<file path="src/rtl/mmm_pkg.sv">
// Shared definitions for the Montgomery-multiplier scheduler: FSM state
// encoding, default operand width and the round-robin winner search.
package mmm_pkg;

  // Default operand/result width of the multiplier core.
  localparam int MMM_K = 8;

  // Upper bound on requesters that rr_next can search.
  localparam int RR_MAX = 16;
  localparam int RR_W   = 4;

  typedef enum logic [1:0] {
    IDLE  = 2'd0,
    ISSUE = 2'd1,
    RESP  = 2'd2,
    DRAIN = 2'd3
  } sched_state_t;

  // First index with valid set, searching ptr+1, ptr+2, ... mod nreq.
  // Returns ptr when nothing is valid; callers qualify with |valid.
  // Walking the offsets downward lets the smallest offset overwrite last,
  // which keeps the loop bound constant for synthesis.
  function automatic int rr_next(input int ptr, input logic [RR_MAX-1:0] valid,
                                 input int nreq);
    int idx;
    rr_next = ptr;
    for (int off = RR_MAX; off >= 1; off--) begin
      if (off <= nreq) begin
        idx = (ptr + off) % nreq;
        if (valid[idx[RR_W-1:0]]) rr_next = idx;
      end
    end
  endfunction

endpackage

</file>
<file path="src/rtl/mmm_scheduler_if.sv">
// Requester, response and multiplier-core signals of the scheduler.
// slave = scheduler side, master = requesters plus the core.
interface mmm_scheduler_if #(
  parameter int K    = 8,
  parameter int NREQ = 4
);
  localparam int IW = $clog2(NREQ);

  // Requester ports, operand slice i = [i*K +: K]
  logic [NREQ-1:0]   req_valid;
  logic [NREQ*K-1:0] req_A;
  logic [NREQ*K-1:0] req_B;
  logic [NREQ*K-1:0] req_m;
  logic [NREQ-1:0]   req_ready;

  // Response strobe, no backpressure
  logic              rsp_valid;
  logic [IW-1:0]     rsp_id;
  logic [K-1:0]      rsp_data;
  logic              rsp_err;

  // Multiplier core handshake
  logic              core_start;
  logic [K-1:0]      core_A;
  logic [K-1:0]      core_B;
  logic [K-1:0]      core_m;
  logic [K-1:0]      core_P;
  logic              core_done;

  modport slave (
    input  req_valid, req_A, req_B, req_m, core_P, core_done,
    output req_ready, rsp_valid, rsp_id, rsp_data, rsp_err,
           core_start, core_A, core_B, core_m
  );

  modport master (
    output req_valid, req_A, req_B, req_m, core_P, core_done,
    input  req_ready, rsp_valid, rsp_id, rsp_data, rsp_err,
           core_start, core_A, core_B, core_m
  );

endinterface

</file>
<file path="src/rtl/rr_arbiter.sv">
// Combinational round-robin arbiter: one-hot grant to the first valid
// requester after ptr (the last requester served).
module rr_arbiter import mmm_pkg::*; #(
  parameter  int NREQ = 4,
  localparam int IW   = $clog2(NREQ)
) (
  input  logic [NREQ-1:0] valid,
  input  logic [IW-1:0]   ptr,
  output logic [NREQ-1:0] grant,
  output logic [IW-1:0]   gnt_id,
  output logic            gnt_any
);

  // Winner search plus one-hot decode of the winning index.
  always_comb begin
    gnt_any = |valid;
    gnt_id  = IW'(rr_next(int'(ptr), RR_MAX'(valid), NREQ));
    grant   = '0;
    if (gnt_any) grant[gnt_id] = 1'b1;
  end

endmodule

</file>
<file path="src/rtl/mmm_scheduler.sv">
// Round-robin scheduler in front of a single Montgomery multiplier core.
// Captures the winner's operands, runs the core start/done/release handshake,
// rejects even moduli without starting the core, and times out a hung core.
module mmm_scheduler import mmm_pkg::*; #(
  parameter int K       = MMM_K,
  parameter int NREQ    = 4,
  parameter int TIMEOUT = 64
) (
  input  logic           clk,
  input  logic           rst,
  mmm_scheduler_if.slave bus
);

  localparam int IW = $clog2(NREQ);
  localparam int CW = $clog2(TIMEOUT);
  localparam logic [CW-1:0] TO_LAST = CW'(TIMEOUT - 1);

  sched_state_t    state, state_nxt;
  logic [IW-1:0]   ptr;          // last requester accepted; also the id in flight
  logic [CW-1:0]   to_cnt;
  logic            to_hit;

  logic [NREQ-1:0] grant;
  logic [IW-1:0]   gnt_id;
  logic            gnt_any;
  logic            accept;
  logic [K-1:0]    sel_A, sel_B, sel_m;

  logic            core_start_q;
  logic [K-1:0]    core_A_q, core_B_q, core_m_q;
  logic            rsp_valid_q;
  logic [IW-1:0]   rsp_id_q;
  logic [K-1:0]    rsp_data_q;
  logic            rsp_err_q;

  rr_arbiter #(.NREQ(NREQ)) u_arb (
    .valid   (bus.req_valid),
    .ptr     (ptr),
    .grant   (grant),
    .gnt_id  (gnt_id),
    .gnt_any (gnt_any)
  );

  assign sel_A  = bus.req_A[gnt_id*K +: K];
  assign sel_B  = bus.req_B[gnt_id*K +: K];
  assign sel_m  = bus.req_m[gnt_id*K +: K];

  // Grants are only offered while idle, so requests that arrive mid-operation
  // simply wait for the next IDLE cycle.
  assign accept        = (state == IDLE) && gnt_any;
  assign bus.req_ready = (state == IDLE) ? grant : '0;
  assign to_hit        = (to_cnt == TO_LAST);

  assign bus.core_start = core_start_q;
  assign bus.core_A     = core_A_q;
  assign bus.core_B     = core_B_q;
  assign bus.core_m     = core_m_q;
  assign bus.rsp_valid  = rsp_valid_q;
  assign bus.rsp_id     = rsp_id_q;
  assign bus.rsp_data   = rsp_data_q;
  assign bus.rsp_err    = rsp_err_q;

  // State register; reset aborts whatever is in flight.
  always_ff @(posedge clk) begin
    if (rst) state <= IDLE;
    else     state <= state_nxt;
  end

  // Next-state logic. DRAIN waits for core_done to fall so the core is back
  // at idle before it can see another start.
  always_comb begin
    state_nxt = state;
    case (state)
      IDLE:    if (accept) state_nxt = sel_m[0] ? ISSUE : RESP;
      ISSUE:   if (bus.core_done || to_hit) state_nxt = RESP;
      RESP:    state_nxt = DRAIN;
      DRAIN:   if (!bus.core_done) state_nxt = IDLE;
      default: state_nxt = IDLE;
    endcase
  end

  // Operand capture, core start, timeout counter and response registers.
  // rsp_data/rsp_err only change on entry to RESP so they hold between strobes.
  always_ff @(posedge clk) begin
    if (rst) begin
      ptr          <= IW'(NREQ - 1);
      to_cnt       <= '0;
      core_start_q <= 1'b0;
      core_A_q     <= '0;
      core_B_q     <= '0;
      core_m_q     <= '0;
      rsp_valid_q  <= 1'b0;
      rsp_id_q     <= '0;
      rsp_data_q   <= '0;
      rsp_err_q    <= 1'b0;
    end else begin
      rsp_valid_q <= (state_nxt == RESP);
      case (state)
        IDLE: begin
          if (accept) begin
            core_A_q <= sel_A;
            core_B_q <= sel_B;
            core_m_q <= sel_m;
            ptr      <= gnt_id;
            to_cnt   <= '0;
            if (sel_m[0]) begin
              core_start_q <= 1'b1;
            end else begin
              // Even modulus: reject without touching the core.
              rsp_id_q   <= gnt_id;
              rsp_data_q <= '0;
              rsp_err_q  <= 1'b1;
            end
          end
        end
        ISSUE: begin
          to_cnt <= to_cnt + 1'b1;
          if (bus.core_done) begin
            rsp_id_q   <= ptr;
            rsp_data_q <= bus.core_P;
            rsp_err_q  <= 1'b0;
          end else if (to_hit) begin
            rsp_id_q   <= ptr;
            rsp_data_q <= '0;
            rsp_err_q  <= 1'b1;
          end
        end
        RESP: begin
          core_start_q <= 1'b0;
        end
        default: ;
      endcase
    end
  end

endmodule

</file>
<file path="src/flat_wrapper.sv">
// flat-port wrapper written by rule: the top's interface ports become plain ports
module mmm_scheduler_flat import mmm_pkg::*;
#(
  parameter int K       = MMM_K,
  parameter int NREQ    = 4,
  parameter int TIMEOUT = 64
)
  (clk, rst, bus_req_valid, bus_req_A, bus_req_B, bus_req_m, bus_core_P, bus_core_done, bus_req_ready, bus_rsp_valid, bus_rsp_id, bus_rsp_data, bus_rsp_err, bus_core_start, bus_core_A, bus_core_B, bus_core_m);
  mmm_scheduler_if #(.K(K), .NREQ(NREQ)) bus_i ();
  input  logic clk;
  input  logic rst;
  input wire logic [$bits(bus_i.req_valid)-1:0] bus_req_valid;
  input wire logic [$bits(bus_i.req_A)-1:0] bus_req_A;
  input wire logic [$bits(bus_i.req_B)-1:0] bus_req_B;
  input wire logic [$bits(bus_i.req_m)-1:0] bus_req_m;
  input wire logic [$bits(bus_i.core_P)-1:0] bus_core_P;
  input wire logic [$bits(bus_i.core_done)-1:0] bus_core_done;
  output wire logic [$bits(bus_i.req_ready)-1:0] bus_req_ready;
  output wire logic [$bits(bus_i.rsp_valid)-1:0] bus_rsp_valid;
  output wire logic [$bits(bus_i.rsp_id)-1:0] bus_rsp_id;
  output wire logic [$bits(bus_i.rsp_data)-1:0] bus_rsp_data;
  output wire logic [$bits(bus_i.rsp_err)-1:0] bus_rsp_err;
  output wire logic [$bits(bus_i.core_start)-1:0] bus_core_start;
  output wire logic [$bits(bus_i.core_A)-1:0] bus_core_A;
  output wire logic [$bits(bus_i.core_B)-1:0] bus_core_B;
  output wire logic [$bits(bus_i.core_m)-1:0] bus_core_m;
  assign bus_i.req_valid = bus_req_valid;
  assign bus_i.req_A = bus_req_A;
  assign bus_i.req_B = bus_req_B;
  assign bus_i.req_m = bus_req_m;
  assign bus_i.core_P = bus_core_P;
  assign bus_i.core_done = bus_core_done;
  assign bus_req_ready = bus_i.req_ready;
  assign bus_rsp_valid = bus_i.rsp_valid;
  assign bus_rsp_id = bus_i.rsp_id;
  assign bus_rsp_data = bus_i.rsp_data;
  assign bus_rsp_err = bus_i.rsp_err;
  assign bus_core_start = bus_i.core_start;
  assign bus_core_A = bus_i.core_A;
  assign bus_core_B = bus_i.core_B;
  assign bus_core_m = bus_i.core_m;
  mmm_scheduler #(.K(K), .NREQ(NREQ), .TIMEOUT(TIMEOUT)) u_core (.clk(clk), .rst(rst), .bus(bus_i));
endmodule
</file>
<file path="config.mk">
export PLATFORM = sky130hd
export DESIGN_NAME = mmm_scheduler_flat
export DESIGN_NICKNAME = d
export VERILOG_FILES = /design/src/rtl/mmm_pkg.sv /design/src/rtl/mmm_scheduler_if.sv /design/src/rtl/rr_arbiter.sv /design/src/rtl/mmm_scheduler.sv /design/src/flat_wrapper.sv
export SDC_FILE = /design/constraint.sdc
export NUM_CORES = 1
export LEC_CHECK = 0
export BUFFER_PORTS_ARGS = -buffer_cell sky130_fd_sc_hd__buf_2
export CAP_MARGIN = 15
export CORE_UTILIZATION = 43
export DETAILED_ROUTE_END_ITERATION = 12
export PLACE_DENSITY = 0.89
export RECOVER_POWER = 100
export SLEW_MARGIN = 20
export SYNTH_ARGS = -nofsm -noshare
export SYNTH_HDL_FRONTEND = slang
export SYNTH_SLANG_ARGS = --single-unit
</file>
<file path="constraint.sdc">
create_clock -name clk -period 2.3 [get_ports clk]
set_input_delay 0.46 -clock clk [delete_from_list [all_inputs] [get_ports clk]]
set_output_delay 0.46 -clock clk [all_outputs]
set_load 0.01 [all_outputs]
</file>
-- Yosys cells after proc, flatten, opt, wreduce, memory -nomap -nowiden
Index checks and enable logic that the tools add are counted.
- register bits: 47
- latch bits: 0
- memory bits (writable): 0
- ROM bits: 0
- memories: 0
- add/sub/neg operators: 5
- multiply operators: 0
- div/mod/pow operators: 0
- order comparisons: 6
- eq/ne operators: 9
- shifts and indexed selects: 3
- mux-type cells: 41
- bitwise operators: 4
- reduce and logical (&&, ||, !) cells: 15
- operators with widths (kind ; number):
    $shiftx 32x6->8 ; 3
    $mux 8 ; 4
    $mux 2 ; 12
    $lt 4x5->1 const B ; 4
    $pmux 8 s2 ; 1
    $bmux 1 s3 ; 4
    $pmux 6 s2 ; 1
    $mux 1 ; 11
    $mux 4 ; 2
    $pmux 2 s4 ; 1
    $reduce_or 2->1 ; 4
    $add 6x1->6 const B ; 1
    $eq 2x2->1 const B ; 3
    $eq 6x6->1 const B ; 1
    $mux 6 ; 1
    $add 2x1->2 const B ; 2
    $add 2x2->2 const B ; 2
    $and 1x1->1 const A ; 4
    $ne 2x1->1 const B ; 2
    $pmux 1 s2 ; 2
    $pmux 2 s2 ; 1
    $reduce_and 2->1 ; 2
    $reduce_and 4->1 ; 1
    $reduce_bool 2->1 ; 2
    11 further kinds ; 12

-- Logic depth before layout (Yosys ltp)
Gate-level depths: netlist of run 1.
- word-level depth: 15
- depth in mapped cells: 9
- gate-level depth less buffers: 7

-- By module
A second synthesis of run 1 with hierarchy kept.
- cells, all modules: 269
- area total of the unflattened synthesis: 2551.2 um^2
- by module, submodules not included (module ; instances ; cells an instance ; area each (um^2)):
    mmm_scheduler ; 1 ; 238 ; 2376.0
    rr_arbiter ; 1 ; 31 ; 175.2

-- Least setup slack after synthesis of run 1
OpenSTA, ideal clock, no wires.
- path type: reg2out
- from: register u_core.ptr[0]
- to: output bus_req_ready[3]
- arrival: 1.622 ns
- data required time: 1.840 ns
- setup slack: 0.218 ns
- cell stages (with the launch flop): 8
- path through: dfxtp_1 -> inv_2 -> o32a_1 -> nand2_1 -> buf_4 -> nand3_1 -> buf_4 -> inv_1
- word-level cells in the longest chain between the ends: 15
- elaborated cells between the ends (all ways): 31
- RTL lines (item ; RTL line ; text):
    start, declared ; mmm_scheduler.sv:19 ; logic [IW-1:0] ptr;
    start signal, assigned ; mmm_scheduler.sv:86 ; ptr <= IW'(NREQ - 1);
    start signal, assigned ; mmm_scheduler.sv:104 ; ptr <= gnt_id;
    $add 2x1->2 ; mmm_pkg.sv:29 ; idx = (ptr + off) % nreq;
    $reduce_or 2->1 (no line) ; -- ;
    $and 1x1->1 (no line) ; -- ;
    $bmux 1 s3 ; mmm_pkg.sv:30 ; if (valid[idx[RR_W-1:0]]) rr_next = idx;
    $mux 1 (not written as such) ; mmm_pkg.sv:30 ;
    $mux 2 (3 in series) ; mmm_pkg.sv:30 ;
    $mux 2 (*) ; mmm_pkg.sv:30 ;
    $lt 2x3->1 (not written as such) / $ge 2x1->1 (equally long branches) ; rr_arbiter.sv:19 ; if (gnt_any) grant[gnt_id] = 1'b1;
    $logic_and 1x1->1 (not written as such) ; rr_arbiter.sv:19 ;
    $mux 1 (not written as such) ; rr_arbiter.sv:19 ;
    $demux 1 s2 (*) ; rr_arbiter.sv:19 ;
    $mux 4 (*) ; rr_arbiter.sv:19 ;
    $mux 4 (*) ; mmm_scheduler.sv:51 ; assign bus.req_ready = (state == IDLE) ? grant : '0;
    end, declared ; flat_wrapper.sv:18 ; output wire logic [$bits(bus_i.req_ready)-1:0] bus_req_ready;
Mark *: on every way between the ends. The rest lies on a longest branch, timed or not. The select of a mux whose other input is x is not followed.

-- Final worst setup path of run 1
- from: register u_core.ptr[0]
- to: output bus_req_ready[0]
The elaborated chain is that of the path after synthesis.

==> flow_metrics.tcl, run 1 <==
set metrics [dict create \
    outcome "finished, final reports clean" \
    path_clk_slew_ps 90 \
    p_int_w 0.002507 \
    drt_iter0_markers 204 \
    max_cap_viol_count 0 \
    die_h_um 78.25 \
    worstSetupPathType "flip-flop to output port" \
    rsz0062_at_grt "no" \
    syn_nets 400 \
    layout_setup_ws_ps 136.7 \
    dieArea_um2 6122 \
    timing.critical_path.slowest_cell_delay_ps 410 \
    crit_arrival_ps 1700 \
    swShare_pct 43.34 \
    path_max_fanout 9 \
    place_ws_ps -4.584 \
    fin_skew_ps 3.829 \
    vias 2882 \
    switchingPower_w 0.001917 \
    fillerInstances 499 \
    slowest_stage "dfxtp_2" \
    die_w_um 78.25 \
    powerDensity_nw_per_um2 1296 \
    drcViolationCount 0 \
    fin_crit_ps 2163 \
    grt_max_degree 28 \
    gp_congestion 0.8385 \
    p_comb_share_pct 55.2 \
    io_pins 152 \
    htreeDepth 2 \
    gr-total-overflow 0 \
    io_buffers 151 \
    cts_tree "done" \
    min_path_type "primary input to flip-flop" \
    ys_ff_latch 47 \
    groute.usage.overall_pct 24.76 \
    synth.distinct_cells 40 \
    finalNetCount 549 \
    seqPwrFrac_pct 30.8 \
    rows 27 \
    routed_wl_mm 7.527 \
    cts_made_buffers 5 \
    clk_latency_ps 300 \
    diodes 0 \
    clockPowerShare_pct 14.0 \
    wire_per_inst_um 14.76 \
    place_hpwl_mm 5.813 \
    drive_gt1_share_pct 37.21 \
    synthToLayoutAreaGrowth_pct 36.54 \
    power_w 0.004424 \
    required_ps 1840 \
    cts_sinks 47 \
    grt_antenna_before_repair 0 \
    synth_cells 288 \
    ir_drop_mv 0.6277 \
    ys.warnings.count 0 \
    root_buffer "clkbuf_8" \
    critPathLaunchType "flip-flop" \
    setup_violations 0 \
    coreArea_um2 5540 \
    p_leak_nw 1.504 \
    synth_top_area_share_pct 37.64 \
    ys_seq_area_share_pct 37.64 \
    finalMaxSlewViolations 0 \
    initial_utilization_pct 45.12 \
    critPathCaptureType "output port" \
    cp_cell_sequence "or2b_1 -> a21o_1 -> and3_2 -> nand2_1 -> nor2_1 -> buf_2" \
    synthTopCellsByArea "dfxtp_1 38%, mux2_2 10%, o221ai_1 8.1%" \
    grt_first_pass_wirelength_mm 12.18 \
    dr.pass1.iters 6 \
    grt_pass1_vias 2843 \
    syn_area_um2 2500 \
    yosysTopAreaCell "dfxtp_1" \
    final_hold_viol_count 0 \
    detail-route-antenna-nets 0 \
    fmax_ghz 0.4623 \
    relSlewSlack_pct 67.12 \
    syn_avg_cell_area_um2 8.680 \
    cts_max_path_buffers 2 \
    worstMarginPinSlew_ps 479.5 \
    finalCritPeriodShare_pct 94.06 \
    routed_via_density 5.651 \
]
power groups by stage:
stage,registers [W],clock network (W),logic (W)
finish,0.00136,0.000621,0.00244
global route,0.00140,0.000679,0.00269
CTS,0.00135,0.000638,0.00254
detailed placement,0.00136,0,0.00253
global placement,0.00134,0,0.00246
floorplan,0.00144,0,0.00161
cell type report:
type                       count  area [um2]  share of cell area (%)
multi-input combinational    212        1430                   41.90
clock inverter                 3       47.55                   1.393
clock buffer                   5       68.82                   2.016
timing repair buffer         164       807.0                   23.64
inverter                       7       26.28                  0.7698
tap                           72       90.09                   2.639
sequential                    47       943.4                   27.64
cell usage after synthesis:
| cell type | number |
|---|---|
| dfxtp_1 | 47 |
| nor2_1 | 28 |
| nand2_1 | 24 |
| a21oi_1 | 23 |
| mux2_2 | 23 |
| o221ai_1 | 23 |
| o22ai_1 | 14 |
| a211oi_1 | 13 |
| clkbuf_1 | 13 |
| a22o_1 | 8 |
| buf_4 | 6 |
| inv_1 | 6 |
| o21ai_0 | 6 |
| and3_1 | 5 |
| nand2b_1 | 5 |
| nand3_1 | 5 |
| a21o_1 | 4 |
| a32oi_1 | 3 |
| nor2b_1 | 3 |
| nor3_1 | 3 |
| o21a_1 | 3 |
| buf_1 | 2 |
| mux2i_1 | 2 |
| nand3b_1 | 2 |
| o211ai_1 | 2 |
| a222oi_1 | 1 |
| a22oi_1 | 1 |
| a31oi_1 | 1 |
| and2_1 | 1 |
| buf_2 | 1 |
| ha_1 | 1 |
| inv_2 | 1 |
| mux2i_4 | 1 |
| nand2_2 | 1 |
| nor4_1 | 1 |
| o21bai_1 | 1 |
| o221a_2 | 1 |
| o32a_1 | 1 |
| or2b_1 | 1 |
| or3_1 | 1 |
per-stage QoR:
step	util (%)	instance area (um2)	hold WS (ps)	setup TNS [ps]	cells
after floorplan	-	2500	461.5	0	288
after global placement	60.55	3354	444.1	0	502
after detailed placement	60.55	3354	453.0	-4.584	502
after CTS	62.67	3472	358.9	0	510
after global routing	61.61	3413	360.2	0	510
final	61.61	3413	368.9	0	510
critical path: cells and delay by family, from the launching register on:
kind | cells | cell delay [ps]
flip-flops | 1 | 410
AND/OR/NAND/NOR | 4 | 680
buffers and inverters | 1 | 130
AO/OA/AOI/OAI | 1 | 180
cells in the final DEF, fill, tap and decap left out, drive strengths merged, types with 4 or more instances in the layout:
| master | Yosys | final |
|---|---|---|
| dfxtp | 47 | 47 |
| o22ai | 14 | 14 |
| inv | 7 | 8 |
| buf | 9 | 120 |
| clkbuf | 13 | 49 |
| o221ai | 23 | 23 |
| mux2 | 23 | 23 |
| a21o | 4 | 4 |
| a21oi | 23 | 23 |
| a211oi | 13 | 13 |
| nand3 | 5 | 5 |
| a22o | 8 | 8 |
| nand2 | 25 | 25 |
| nor2 | 28 | 28 |
| o21ai | 6 | 6 |
| nand2b | 5 | 5 |
| and3 | 5 | 5 |
state kept, by name (all words and copies together), names as in the netlist:
signal and cells:
u_core.to_cnt 6, u_core.bus.core_start 1, u_core.bus.rsp_data 8, u_core.bus.core_B 8, u_core.state 2, u_core.ptr 2
u_core.bus.core_m 8, u_core.bus.rsp_id 2, u_core.bus.rsp_valid 1, u_core.bus.rsp_err 1, u_core.bus.core_A 8
final timing paths:
check | start | endpoint | slack [ps] | cells past startpoint
worst max-delay path | u_core.ptr[0] | bus_req_ready[0] | 140 | 6
worst max register to register | u_core.ptr[1] | u_core.bus.rsp_valid | 140 | 6
worst min register to register | u_core.bus.core_A[2] | u_core.bus.core_A[2] | 470 | 2
worst min-delay path | bus_core_P[6] | u_core.bus.rsp_data[6] | 370 | 2
timing repair:
| item | CTS | global route |
|---|---|---|
| hold buffers | 0 | 0 |
| gates resized for setup | 1 | 5 |
| endpoints found under the hold margin | 0 | 0 |
| buffers inserted | 0 | 0 |
| endpoints found under the setup margin | 2 | 5 |
kinds of logic after synthesis:
group,after synthesis,share of synthesized area [%]
and+or+nand+nor,80,14.56
buffers and inverters,29,5.305
AOI/OAI and AO/OA,105,29.93
DFF,47,37.64
muxes,26,12.06
adders and majority gates,1,0.5004
routing by layer:
metal	routed length (um)	up-vias	global-route usage, %
met1	2863	1312	24.34
met5	0	-	0
met3	607	18	5.349
li1	-	1396	-
met4	131	0	8.333
met2	3924	156	50.09
(Power assumes the default switching activity.)
==> run 2: changes to the inputs <==
- CORE_MARGIN: default -> 3
- REMOVE_ABC_BUFFERS: default -> 1
- clock period: 2.3 -> 2.4 ns (I/O delays scaled with it)
==> run 2 against run 1 <==
  * Via count rose by 1.5%
  * Critical path type unchanged
  * Sequential share of layout area barely moved
  * Highest routed layer unchanged
  * Largest power group unchanged
  * Sequential power fell by 4%
  * Cell area barely moved
  * Total power fell by 3.6%
  * Clock skew rose by 6.9 ps
==> flow_metrics.tcl, run 2 (same netlist as run 1, synthesis figures left out) <==
set metrics [dict create \
    powerDensity_nw_per_um2 1250 \
    rsz0062_at_grt "no" \
    diodes 0 \
    place_hpwl_mm 6.280 \
    grt_use_met1_pct 26.58 \
    rows 27 \
    dieArea_um2 6764 \
    gp_congestion 0.8483 \
    p_leak_nw 1.505 \
    wire_per_inst_um 16.37 \
    relSlewSlack_pct 62.25 \
    finalMaxSlewViolations 0 \
    setup_violations 0 \
    critPathLaunchType "flip-flop" \
    grt_first_pass_wirelength_mm 12.75 \
    fillerInstances 512 \
    outcome "finished, final reports clean" \
    max_cap_viol_count 0 \
    critPathCaptureType "output port" \
    final_hold_viol_count 0 \
    dr.pass1.iters 5 \
    path_max_fanout 8 \
    power_w 0.004264 \
    final_common_cell "buf_2" \
    busiest_layer "met2" \
    fin_crit_ps 2307 \
    worstMarginPinSlew_ps 566.3 \
    finalNetCount 548 \
    fin_area_um2 3412 \
    groute.usage.overall_pct 24.02 \
    die_h_um 82.25 \
    required_ps 1920 \
    io_pins 152 \
    finalCritPeriodShare_pct 96.14 \
    layout_common_cells "112 x buf_2, 46 x dfxtp_1, 40 x clkbuf_1" \
    grt_use_met2_pct 42.47 \
    initial_utilization_pct 44.85 \
    crit_arrival_ps 1830 \
    cts_max_path_buffers 2 \
    die_w_um 82.25 \
    grt_max_degree 25 \
    drcViolationCount 0 \
    synthToLayoutAreaGrowth_pct 36.49 \
    cts_sinks 47 \
    post_cts_buffers 0 \
    clk_latency_ps 300 \
    gr-total-overflow 0 \
    routed_via_density 5.749 \
    grt_use_met3_pct 8.785 \
    path_clk_slew_ps 90 \
    place_area_um2 3334 \
    cts_made_buffers 5 \
    detail-route-antenna-nets 0 \
    io_buffers 151 \
    drive_gt1_share_pct 37.07 \
    drt_iter0_markers 113 \
    min_path_type "primary input to flip-flop" \
    routed_wl_mm 8.333 \
    grt_antenna_before_repair 0 \
    root_buffer "clkbuf_8" \
    grt_pass1_vias 2839 \
    ir_drop_mv 0.6435 \
    vias 2926 \
    cts_tree "done" \
    fmax_ghz 0.4334 \
    fin_skew_ps 10.74 \
    coreArea_um2 5574 \
    htreeDepth 2 \
    worstSetupPathType "flip-flop to output port" \
]
## run 2: through the flow
| stage | std cells | TNS (ps) | setup slack [ps] | hold WS (ps) | utilization [%] |
|---|---|---|---|---|---|
| floorplan | 266 | -38010 | -1618 | 455.5 | - |
| global route | 509 | 0 | 1.277 | 398.5 | 61.21 |
| global placement | 501 | 0 | 194.3 | 440.1 | 59.82 |
| CTS | 509 | 0 | 15.21 | 400.1 | 61.93 |
| finish | 509 | 0 | 92.70 | 400.6 | 61.21 |
| detailed placement | 501 | 0 | 140.0 | 455.6 | 59.82 |
## run 2: final timing paths
path	from	to	slack (ps)	depth (start not counted)
worst max register to register	u_core.ptr[0]	u_core.bus.core_A[7]	170	7
worst min register to register	u_core.bus.core_m[3]	u_core.bus.core_m[3]	470	2
worst min-delay path	bus_core_P[7]	u_core.bus.rsp_data[7]	400	2
worst max-delay path	u_core.ptr[0]	bus_req_ready[0]	90	6
## run 2: per-layer routing
metal / vias up / part of all wire (%) / wire, um
met2: 160 / 49 / 4123
met1: 1361 / 38 / 3202
met4: 0 / 1.3 / 107
met5: - / 0 / 0
li1: 1391 / - / -
met3: 14 / 11 / 900
## run 2: repair_timing
action	4_1_cts	5_1_grt
setup endpoints to repair	0	3
hold buffers	0	0
gates resized for setup	0	4
## run 2: area by class of cell
cell class              instances  area (um2)  area share [%]
multi-input cells             212        1443           42.28
flip-flops and latches         47       942.2           27.61
repair buffers                163       793.3           23.25
well taps                      72       90.09           2.640
clock buffers                   6       82.58           2.420
clock inverters                 2       35.03           1.027
inverters                       7       26.28          0.7701
## run 2: where the power goes
group | total [W] | switching (W) | internal [W] | leakage (nW)
combinational | 0.00235 | 0.00137 | 0.000982 | 1.06
sequential | 0.00131 | 0.000222 | 0.00109 | 0.387
clock | 0.000603 | 0.000266 | 0.000337 | 0.0612
## run 2: critical path, stage by stage (launching register included)
cell and delay (ps):
dfxtp_1 460, inv_1 110, o32a_1 420, nand2_1 140, clkbuf_4 220, nor2_1 60
buf_2 130
==> run 3: changes to the inputs <==
- CORE_UTILIZATION: 43 -> 44
- GPL_TIMING_DRIVEN: default -> 0
- PLACE_DENSITY: 0.89 -> 0.9
- SYNTH_HIERARCHICAL: default -> 1
==> run 3 against run 2 <==
  * Clock power decreased by 20%
  * Worst hold slack got worse by 7.5 ps
  * Largest cell class unchanged
  * Routed wire length decreased by 13%
  * Cell count decreased by 4.5%
  * Critical path type is now flip-flop to flip-flop
  * Via count decreased by 8.6%
  * Total power decreased by 31%
==> flow_metrics.tcl, run 3 <==
set metrics [dict create \
    outcome "finished, final reports clean" \
    cts_made_buffers 5 \
    finalCritPeriodShare_pct 93.44 \
    cts_tree "done" \
    grt_antenna_before_repair 0 \
    powerDensity_nw_per_um2 846.9 \
    routed_via_density 5.504 \
    wire_per_inst_um 15.00 \
    io_pins 152 \
    min_path_type "primary input to flip-flop" \
    gp_congestion 0.7446 \
    fin_skew_ps 6.792 \
    ys.warnings.count 6 \
    critPathLaunchType "flip-flop" \
    grt_first_pass_wirelength_mm 11.01 \
    max_cap_viol_count 0 \
    dr.pass1.iters 4 \
    critPathCaptureType "flip-flop" \
    cts_sinks 47 \
    power_w 0.002924 \
    ir_drop_mv 0.3842 \
    final_hold_viol_count 0 \
    dp_cells 476 \
    drive_gt1_share_pct 38.41 \
    relSlewSlack_pct 42.24 \
    cts_hold_buf 0 \
    crit_arrival_ps 2430 \
    root_buffer "clkbuf_8" \
    path_max_fanout 9 \
    ff2ff_path_depth 6 \
    synth-edff-count 0 \
    rsz0062_at_grt "no" \
    drcViolationCount 0 \
    syn_avg_cell_area_um2 9.484 \
    synthTopCellsByArea "dfxtp_1 37%, mux4_2 21%, nand2_1 8.4%" \
    finalNetCount 525 \
    diodes 0 \
    ys_seq_area_share_pct 36.88 \
    p_leak_nw 1.485 \
    grt_max_degree 36 \
    yosysMostFrequentCell "nand2_1" \
    synth_commonest_cells "57 x nand2_1, 47 x dfxtp_1, 36 x a21oi_1, 24 x mux4_2, 11 x nor2_1" \
    required_ps 2590 \
    io_buffers 151 \
    synthArstFlopShare_pct 0 \
    cts_max_path_buffers 2 \
    fmax_ghz 0.4459 \
    die_w_um 82.15 \
    clk_latency_ps 290 \
    finalMaxSlewViolations 0 \
    drt_iter0_markers 135 \
    synth_cells 269 \
    final_core_util_pct 61.93 \
    initial_utilization_pct 45.77 \
    final_common_cell "buf_2" \
    htreeDepth 2 \
    groute.usage.overall_pct 20.87 \
    worstSetupPathType "flip-flop to flip-flop" \
    syn_area_um2 2551 \
    hold_depth 2 \
    die_h_um 82.15 \
    synth-main-ff-cell "dfxtp_1" \
    worstMarginPinSlew_ps 862.5 \
    synth_top_area_share_pct 36.88 \
    layout_common_cells "110 x buf_2, 57 x nand2_1, 45 x dfxtp_1" \
    gr-total-overflow 0 \
    dieArea_um2 6748 \
    rows 27 \
    path_clk_slew_ps 90 \
    fin_crit_ps 2243 \
    yosysTopAreaCell "dfxtp_1" \
    stdcell_count 486 \
    routed_wl_mm 7.288 \
    setup_violations 0 \
    synthToLayoutAreaGrowth_pct 35.31 \
    ys_ff_latch 47 \
    coreArea_um2 5574 \
    vias 2675 \
    synth.distinct_cells 42 \
    place_hpwl_mm 5.743 \
    detail-route-antenna-nets 0 \
    grt_pass1_vias 2483 \
]
==> run 3: changes by cell type after synthesis, sizes merged, moves of 12 or more <==
cell and change:
nor2 -16, nand2 +32, o22ai -14, a211oi -12, a21oi +13, mux2 -23, mux4 +24, o221ai -23
==> run 3: per-layer routing <==
metal	wire length [um]	GRT usage, %	vias to the layer above
li1	-	-	1270
met1	2814	24.71	1259
met2	3770	36.19	126
met3	519	5.206	20
met4	183	8.306	0
met5	0	0	-
==> run 3: where the power goes <==
group	leakage [nW]	internal [W]	switching (W)	total, W
registers	0.385	0.000945	0.000121	0.00107
logic	1.06	0.000656	0.000720	0.00138
clock network	0.0443	0.000209	0.000273	0.000482
total	1.48	0.00181	0.00111	0.00292
==> run 3: final cells by class <==
class,instances,area (um2)
Fill cell,507,2122
Multi-Input combinational cell,197,1521
Sequential cell,47,943.4
Timing Repair Buffer,157,784.5
Tap cell,72,90.09
Clock buffer,5,68.82
Clock inverter,3,25.02
Inverter,5,18.77
==> run 3: final timing paths <==
check                             from                      to  slack, ps
setup / recovery         u_core/ptr[0]  u_core/bus.rsp_data[4]        160
hold reg to reg   u_core/bus.core_A[3]    u_core/bus.core_A[3]        460
hold / removal           bus_core_P[7]  u_core/bus.rsp_data[7]        390
setup reg to reg         u_core/ptr[0]  u_core/bus.rsp_data[4]        160
==> run 3: critical path: stages, from the launching register on <==
cell and delay, ps:
dfxtp_2 440, inv_1 100, o311ai_4 390, mux4_2 630, nor2_4 200, nor3_4 90
a22o_1 280
==> run 3: repair_timing <==
| item | in CTS | in global routing |
|---|---|---|
| setup endpoints to repair | 22 | 17 |
| setup buffers | 2 | 0 |
| pin swaps | 1 | 0 |
| gates resized for setup | 3 | 3 |
==> run 3: metrics by stage <==
step	instance area [um2]	setup TNS [ps]	setup slack [ps]	hold slack [ps]
floorplan	2456	-99150	-2785	451.4
global placement	3302	-141440	-3861	439.3
detailed placement	3406	-3078	-208.7	443.0
CTS	3522	0	3.761	378.4
global route	3452	0	35.71	390.7
finish	3452	0	157.4	393.0
==> run 3: cell families (layout without fill, tap and decap cells) <==
group,after synthesis,after routing,synth area share (%)
buf+inv,25,170,4.463
simple gates,101,101,19.03
mux,26,26,21.97
flops,47,47,36.88
compound gates,69,69,17.17
fa+ha+maj,1,1,0.4904
